==> src/rtl/rob_completion_unit.sv <==
// In-order reorder-buffer tracker: Dispatch allocates at the tail, Execute completes
// entries out of order, and the head retires in order or triggers a flush.
module rob_completion_unit #(
  parameter int ROB_ENTRIES = 16,
  parameter int IDX_W       = $clog2(ROB_ENTRIES)
) (
  input  logic             clk,
  input  logic             rst_n,
  input  logic             alloc_valid,
  output logic             alloc_ready,
  input  logic [4:0]       alloc_rd,
  input  logic [31:0]      alloc_pc,
  output logic [IDX_W-1:0] alloc_idx,
  input  logic             ex_valid,
  input  logic [IDX_W-1:0] entry_index,
  input  logic [31:0]      ex_val,
  input  logic             br_mispred,
  input  logic             exception,
  output logic             commit_valid,
  output logic [4:0]       commit_rd,
  output logic [31:0]      commit_val,
  output logic             flush_valid,
  output logic [31:0]      flush_pc,
  output logic             exc_valid,
  output logic [31:0]      exc_pc,
  output logic [IDX_W:0]   count
);

  localparam logic [IDX_W:0] FULL_CNT = (IDX_W+1)'(ROB_ENTRIES);

  logic [ROB_ENTRIES-1:0] r_busy;
  logic [ROB_ENTRIES-1:0] r_done;
  logic [ROB_ENTRIES-1:0] r_mis;
  logic [ROB_ENTRIES-1:0] r_exc;
  logic [4:0]             r_rd  [ROB_ENTRIES];
  logic [31:0]            r_pc  [ROB_ENTRIES];
  logic [31:0]            r_val [ROB_ENTRIES];
  logic [IDX_W-1:0]       r_head;
  logic [IDX_W-1:0]       r_tail;
  logic [IDX_W:0]         r_count;

  logic w_head_rdy;
  logic w_head_exc;
  logic w_head_mis;
  logic w_flush;
  logic w_retire;
  logic w_alloc;
  logic w_complete;

  assign w_head_rdy = r_busy[r_head] & r_done[r_head];
  // Exception outranks mispredict when both flags are set on the head.
  assign w_head_exc = w_head_rdy & r_exc[r_head];
  assign w_head_mis = w_head_rdy & r_mis[r_head] & ~r_exc[r_head];
  assign w_flush    = w_head_exc | w_head_mis;
  assign w_retire   = w_head_rdy & ~w_flush;
  assign w_alloc    = alloc_valid & alloc_ready;
  assign w_complete = ex_valid & r_busy[entry_index];

  assign alloc_ready = (r_count < FULL_CNT) && !w_flush;
  assign alloc_idx   = r_tail;
  assign count       = r_count;

  always_comb begin
    commit_valid = 1'b0;
    commit_rd    = 5'd0;
    commit_val   = 32'd0;
    flush_valid  = w_flush;
    flush_pc     = 32'd0;
    exc_valid    = w_head_exc;
    exc_pc       = 32'd0;
    if (w_head_rdy && !w_head_exc) begin
      commit_valid = 1'b1;
      commit_rd    = r_rd[r_head];
      commit_val   = r_val[r_head];
    end
    if (w_head_exc) begin
      flush_pc = r_pc[r_head];
      exc_pc   = r_pc[r_head];
    end else if (w_head_mis) begin
      flush_pc = r_val[r_head];
    end
  end

  // Control state; a flushing head is cleared along with everything else.
  always_ff @(posedge clk) begin
    if (!rst_n) begin
      r_busy  <= '0;
      r_done  <= '0;
      r_mis   <= '0;
      r_exc   <= '0;
      r_head  <= '0;
      r_tail  <= '0;
      r_count <= '0;
    end else if (w_flush) begin
      r_busy  <= '0;
      r_done  <= '0;
      r_head  <= '0;
      r_tail  <= '0;
      r_count <= '0;
    end else begin
      if (w_complete) begin
        r_done[entry_index] <= 1'b1;
        r_mis[entry_index]  <= br_mispred;
        r_exc[entry_index]  <= exception;
      end
      if (w_alloc) begin
        r_busy[r_tail] <= 1'b1;
        r_done[r_tail] <= 1'b0;
        r_tail         <= r_tail + 1'b1;
      end
      if (w_retire) begin
        r_busy[r_head] <= 1'b0;
        r_done[r_head] <= 1'b0;
        r_head         <= r_head + 1'b1;
      end
      r_count <= r_count + {{IDX_W{1'b0}}, w_alloc} - {{IDX_W{1'b0}}, w_retire};
    end
  end

  // Payload is only ever read behind busy/done, so it needs no reset.
  always_ff @(posedge clk) begin
    if (w_alloc) begin
      r_rd[r_tail] <= alloc_rd;
      r_pc[r_tail] <= alloc_pc;
    end
    if (w_complete) begin
      r_val[entry_index] <= ex_val;
    end
  end

endmodule

==> config.mk <==
export PLATFORM = sky130hd
export DESIGN_NAME = rob_completion_unit
export DESIGN_NICKNAME = d
export VERILOG_FILES = /design/src/rtl/rob_completion_unit.sv
export SDC_FILE = /design/constraint.sdc
export NUM_CORES = 1
export LEC_CHECK = 0
export ABC_AREA = 1
export CORE_UTILIZATION = 55
export DETAILED_ROUTE_END_ITERATION = 16
export PLACE_DENSITY = 0.76
export REMOVE_ABC_BUFFERS = 1
export SLEW_MARGIN = 10
export SYNTH_ARGS = -nofsm -noshare
export SYNTH_HDL_FRONTEND = slang
export SYNTH_SLANG_ARGS = --single-unit
==> constraint.sdc <==
create_clock -name clk -period 4.3 [get_ports clk]
set_clock_uncertainty 0.05 [all_clocks]
set_input_delay 0.86 -clock clk [delete_from_list [all_inputs] [get_ports clk]]
set_output_delay 0.86 -clock clk [all_outputs]
set_load 0.02 [all_outputs]
Word-level counts from Yosys, hierarchy flattened
Memories as Yosys holds them, arrays and structs flattened. A register that Yosys moved wholly into a read port is not among the register bits.
Index checks and enable logic that the tools add are counted.
- flip-flop bits (word level): 77
- RAM bits: 1104
- input port bits: 79
- output and inout bits: 114
- logic and storage cells: 93
- memories kept: 3
- memory list (name ; words ; width ; read ports ; clocked after memory_dff ; write ports ; line ; text):
    r_pc ; 16 ; 32 ; 1 ; 1 ; 1 ; 36 ; logic [31:0] r_pc [ROB_ENTRIES];
    r_val ; 16 ; 32 ; 1 ; 1 ; 1 ; 37 ; logic [31:0] r_val [ROB_ENTRIES];
    r_rd ; 16 ; 5 ; 1 ; 1 ; 1 ; 35 ; logic [4:0] r_rd [ROB_ENTRIES];
- $add $sub $neg: 4
- magnitude comparators: 7
- mux-type cells: 45
- bitwise operators: 18
- reduce and logical (&&, ||, !) cells: 9
- operators by type and width (kind ; number):
    $mux W16 ; 11
    $mux W32 ; 4
    $and A16 B16 Y16 ; 3
    $bwmux W16 ; 2
    $not A16 Y16 ; 2
    $or A16 B16 Y16 ; 2
    $mux W4 ; 6
    $bmux W1 S4 ; 5
    $lt A4 B5 Y1 const B ; 3
    $mux W1 ; 13
    $demux W1 S4 ; 3
    $ge A4 B1 Y1 const B ; 3
    $add A4 B1 Y4 const B ; 2
    $and A1 B1 Y1 ; 7
    $add A5 B1 Y5 ; 1
    $logic_and A1 B1 Y1 ; 5
    $lt A5 B5 Y1 const B ; 1
    $mux W5 ; 1
    $sub A5 B1 Y5 ; 1
    $not A1 Y1 ; 3
    $logic_not A1 Y1 ; 2
    $reduce_and A2 Y1 ; 1
    $reduce_or A2 Y1 ; 1
    $or A1 B1 Y1 ; 1

Logic depth before layout (Yosys ltp)
- depth in word-level cells: 14
- mapped depth: 24
- depth with buffers taken out: 22

Worst setup path after synthesis
Ideal clock, no wire load.
- kind: input -> register
- start point: input entry_index[0]
- end point: memory r_val[10][0] (enable)
- setup time: 0.470 ns
- data arrival time: 3.988 ns
- data required time: 3.780 ns
- path slack: -0.208 ns
- cell stages on the path: 8
- buffers on the path: 1
- cell sequence: nor2_1 inv_1 o22ai_1 o21bai_1 nand2_1 nor2_2 buf_2 nor3_1
- word-level cells in the longest chain between the ends: 5
- RTL lines (element ; line ; text):
    start, declared ; 15 ; input logic [IDX_W-1:0] entry_index,
    $bmux W1 S4 ; 57 ; assign w_complete = ex_valid & r_busy[entry_index];
    $mux W1 (not written as such) ; 57 ;
    $and A1 B1 Y1 ; 57 ;
    $mux W1 ; 126 ; if (w_complete) begin
    $mux W1 (not written as such) ; 127 ; r_val[entry_index] <= ex_val;
    end, declared ; 37 ;
Parallel ways exist; a longest one is shown, timed or not. The select of a mux whose other input is x is not followed.

==> metrics list <==
- Setup repair after global routing could not meet its margin everywhere.
- Die Height: 297.4 um
- Drc violations: 0
- Via count of the first global-routing pass: 32,195
- Via total after detailed routing: 33,514
- In the layout the commonest cells are 1,104 x sky130_fd_sc_hd__edfxtp_1, 670 x sky130_fd_sc_hd__nor2_1, 565 x sky130_fd_sc_hd__o21ai_0.
- The flow ran to the end, and the final reports show no timing, DRC or antenna violations.
* Wire length of the first global-routing pass: 194.5 mm
- Ratio of routed vias to standard cells: 6.237
* Period Utilization, post-route: 98.40%
- The final layout contains 4,222 nets.
- Root Driver: sky130_fd_sc_hd__clkbuf_16
- Synthesis produced a netlist whose cell count is 3,981.
- Effective utilization at floorplan: 55.93%
* Max-capacitance violation count: 0
- Detailed-placement wirelength estimate: 67.41 mm
- For the pin with the worst max-slew slack, the measured transition is 0.8719 ns.
- The first detailed-routing pass took 7 iterations.
* Post-detailed-route count of antenna-violating nets: 0
- In the final routed layout, each cell accounts on average for 24.45 um.
- For this run the aggregate overflow at the end of global routing stands at 0.
- Final hold violations: 0
- Die Width: 297.4 um
* Ordered cell list for the critical path: buf_4 -> inv_16 -> buf_6 -> o21ai_0 -> o22ai_1 -> o21ai_0 -> mux2i_1 -> buf_4 -> nand2_1 -> buf_4 -> inv_1 -> clkdlybuf4s50_1
- Summing internal, switching and leakage power gives 23.16 mW.
- CTS tree: yes
* Highest-delay cell along the critical path: sky130_fd_sc_hd__clkdlybuf4s50_1
* Worst Path Arrival: 3.32 ns
- STA puts the critical path data required time at 3.39 ns.
- Most common cell after layout, fill and taps aside: sky130_fd_sc_hd__edfxtp_1
* # port buffers: 192
* Predominant post-synthesis flop cell: sky130_fd_sc_hd__edfxtp_1
- TNS Setup: 0 ns
- The clock net in this run drives a total of 1,185 sinks.
* Fillers: 6,064
* Clock latency reported for the late side of the worst-skew pair: 0.68 ns
- Maximum buffer depth of the clock tree: 3
- In this run, the number of DRC markers left after iteration 0 of detailed routing was 4,431.
- Max VDD drop: 0.0003622 V
* Total core area: 85,820 sq um
- Total wire length: 131.4 mm
- Area growth from synthesis to layout: 16.09%
- Routability-driven placement finished with a final weighted congestion of 0.9128.
- Cell area after synthesis: 48,000 sq um
* Per-instance average area after synthesis: 12.06 sq um
- Entering global routing, the biggest net connects 119 pins.
- Fin worst setup slack: 0.06881 ns
- Most common cell on crit path: sky130_fd_sc_hd__buf_4
- The floorplan step defined a die boundary enclosing 88,460 sq um.
- CP Class: flip-flop to primary output
- After clock tree synthesis, the clock-pin slew on the worst setup and hold paths is 0.06 ns.
* Largest stage delay, worst path: 0.59 ns
- Async set-or-reset flop fraction in the synthesized netlist: 0%
* Maximum clock frequency: 236.3 MHz
- Power density over the cells: 415.6 nW/um^2
- Global routing used 29.00% of the available tracks.
- Synthesis Warnings: 0
- Measured against its own limit, the worst slew margin works out to 41.87%.
- Path type of the worst min-delay path: flip-flop to flip-flop
* Share of layout cells above drive strength 1: 8.071%
- Timing analysis after detailed placement gives a worst setup slack of 0.3651 ns.
- The worst setup path is captured at a primary output.
- Synth cell types: 41
* Total CTS buffers: 114
- Worst-path maximum fanout: 33
- Synthesis inferred 1,185 register bits.
* Standard-cell rows: 107
* Sort of element at the start of the critical path: flip-flop
- Slew Limit Fails: 0
- Number of antenna violations at the first check in global routing: 15
* Ports placed on the boundary: 193
* Share of the yosys chip area belonging to registers: 72.45%
* Count of hold buffers inserted by post-cts repair: 0
- CTS built an H-tree with a depth of 3.
* Total setup violations reported at the end of the flow: 0
* Post-route core utilization: 64.93%
- The synthesized design contains 1,104 enable-type register cells.
- Leakage power of the design: 19.85 nW
* Final critical delay including setup and external delays: 4.231 ns
state kept, by name, summed over array words and instances (netlist names), named ones only:
signal,cells
r_busy,16
r_head,4
count,5
r_val,512
r_mis,16
r_exc,16
alloc_idx,4
r_rd,80
r_done,16
r_pc,512
path summary, 6_finish.rpt:
check,slack [ns],start,to,cells past startpoint
worst min-delay path,0.43,r_busy[5],r_busy[5],2
worst max register to register,0.73,r_head[3],count[4],21
worst min register to register,0.43,r_busy[5],r_busy[5],2
worst max-delay path,0.07,flip-flop,commit_val[25],12
logic make-up after synthesis:
| kind of cell | after synthesis | synth area share, % |
|---|---|---|
| buf+inv | 433 | 3.675 |
| simple gates | 1330 | 11.08 |
| xor+xnor | 6 | 0.1095 |
| compound gates | 1003 | 12.10 |
| fa+ha+maj | 14 | 0.3806 |
| flops | 1185 | 72.45 |
| mux | 10 | 0.2085 |
cells in the mapped netlist, types with 23 or more instances:
library cell               number  area, sq um
sky130_fd_sc_hd__nor2_1       674         2530
sky130_fd_sc_hd__nand2_1      453         1700
sky130_fd_sc_hd__edfxtp_1    1104        33150
sky130_fd_sc_hd__o211ai_1      29        217.7
sky130_fd_sc_hd__buf_2         62        310.3
sky130_fd_sc_hd__clkbuf_1     183        686.9
sky130_fd_sc_hd__o22ai_1      175         1095
sky130_fd_sc_hd__dfxtp_1       81         1622
sky130_fd_sc_hd__nand4_1       35        219.0
sky130_fd_sc_hd__buf_1         23        86.33
sky130_fd_sc_hd__inv_1        144        540.5
sky130_fd_sc_hd__a21oi_1      100        500.5
sky130_fd_sc_hd__nand3_1      141        705.7
sky130_fd_sc_hd__o221ai_1     103        902.1
sky130_fd_sc_hd__o21ai_0      565         2828
cell type report:
type	count	area [sq um]	area share, %
timing repair buffer	311	3752	6.734
antenna	4	10.01	0.01796
clock buffer	146	3015	5.412
clock inverter	66	481.7	0.8645
multi-input combinational	2363	11620	20.85
sequential	1185	34790	62.44
inverter	153	613.1	1.100
timing repair inverter	1	8.758	0.01572
tap	1144	1431	2.569
power breakdown:
group          switching, mW  leakage [nW]  internal, mW
logic                  0.631          7.56         0.265
registers             0.0533          10.6          12.8
clock network           4.19          1.69          5.24
total                   4.88          19.8          18.3
metrics by stage:
step / cell area (sq um) / std cells / hold slack (ns)
4_1_cts: 55510 / 5367 / 0.4284
6_report: 55720 / 5373 / 0.4261
3_3_place_gp: 51720 / 5139 / 0.4079
2_1_floorplan: 46810 / 3701 / 0.3953
5_1_grt: 55720 / 5373 / 0.4582
3_5_place_dp: 51720 / 5139 / 0.4187
metal layers:
metal  share of wire [%]  global-route usage, %
met5                0.11                      0
met4                 2.5                  8.910
met3                  11                  5.836
met2                  47                  45.96
met1                  39                  40.67
what timing repair did:
action                     in CTS  in global routing
setup buffers                  12                  0
resized for setup              60                 53
gates cloned                    4                  2
setup endpoints to repair      95                 55
worst max-delay path: cells and delay by family, from the launching register on:
kind,cells,cell delay (ns)
DFF,1,0.40
AOI/OAI and AO/OA,3,0.41
muxes,1,0.19
and+or+nand+nor,1,0.10
buffers and inverters,7,1.52
(Power assumes the default switching activity.)
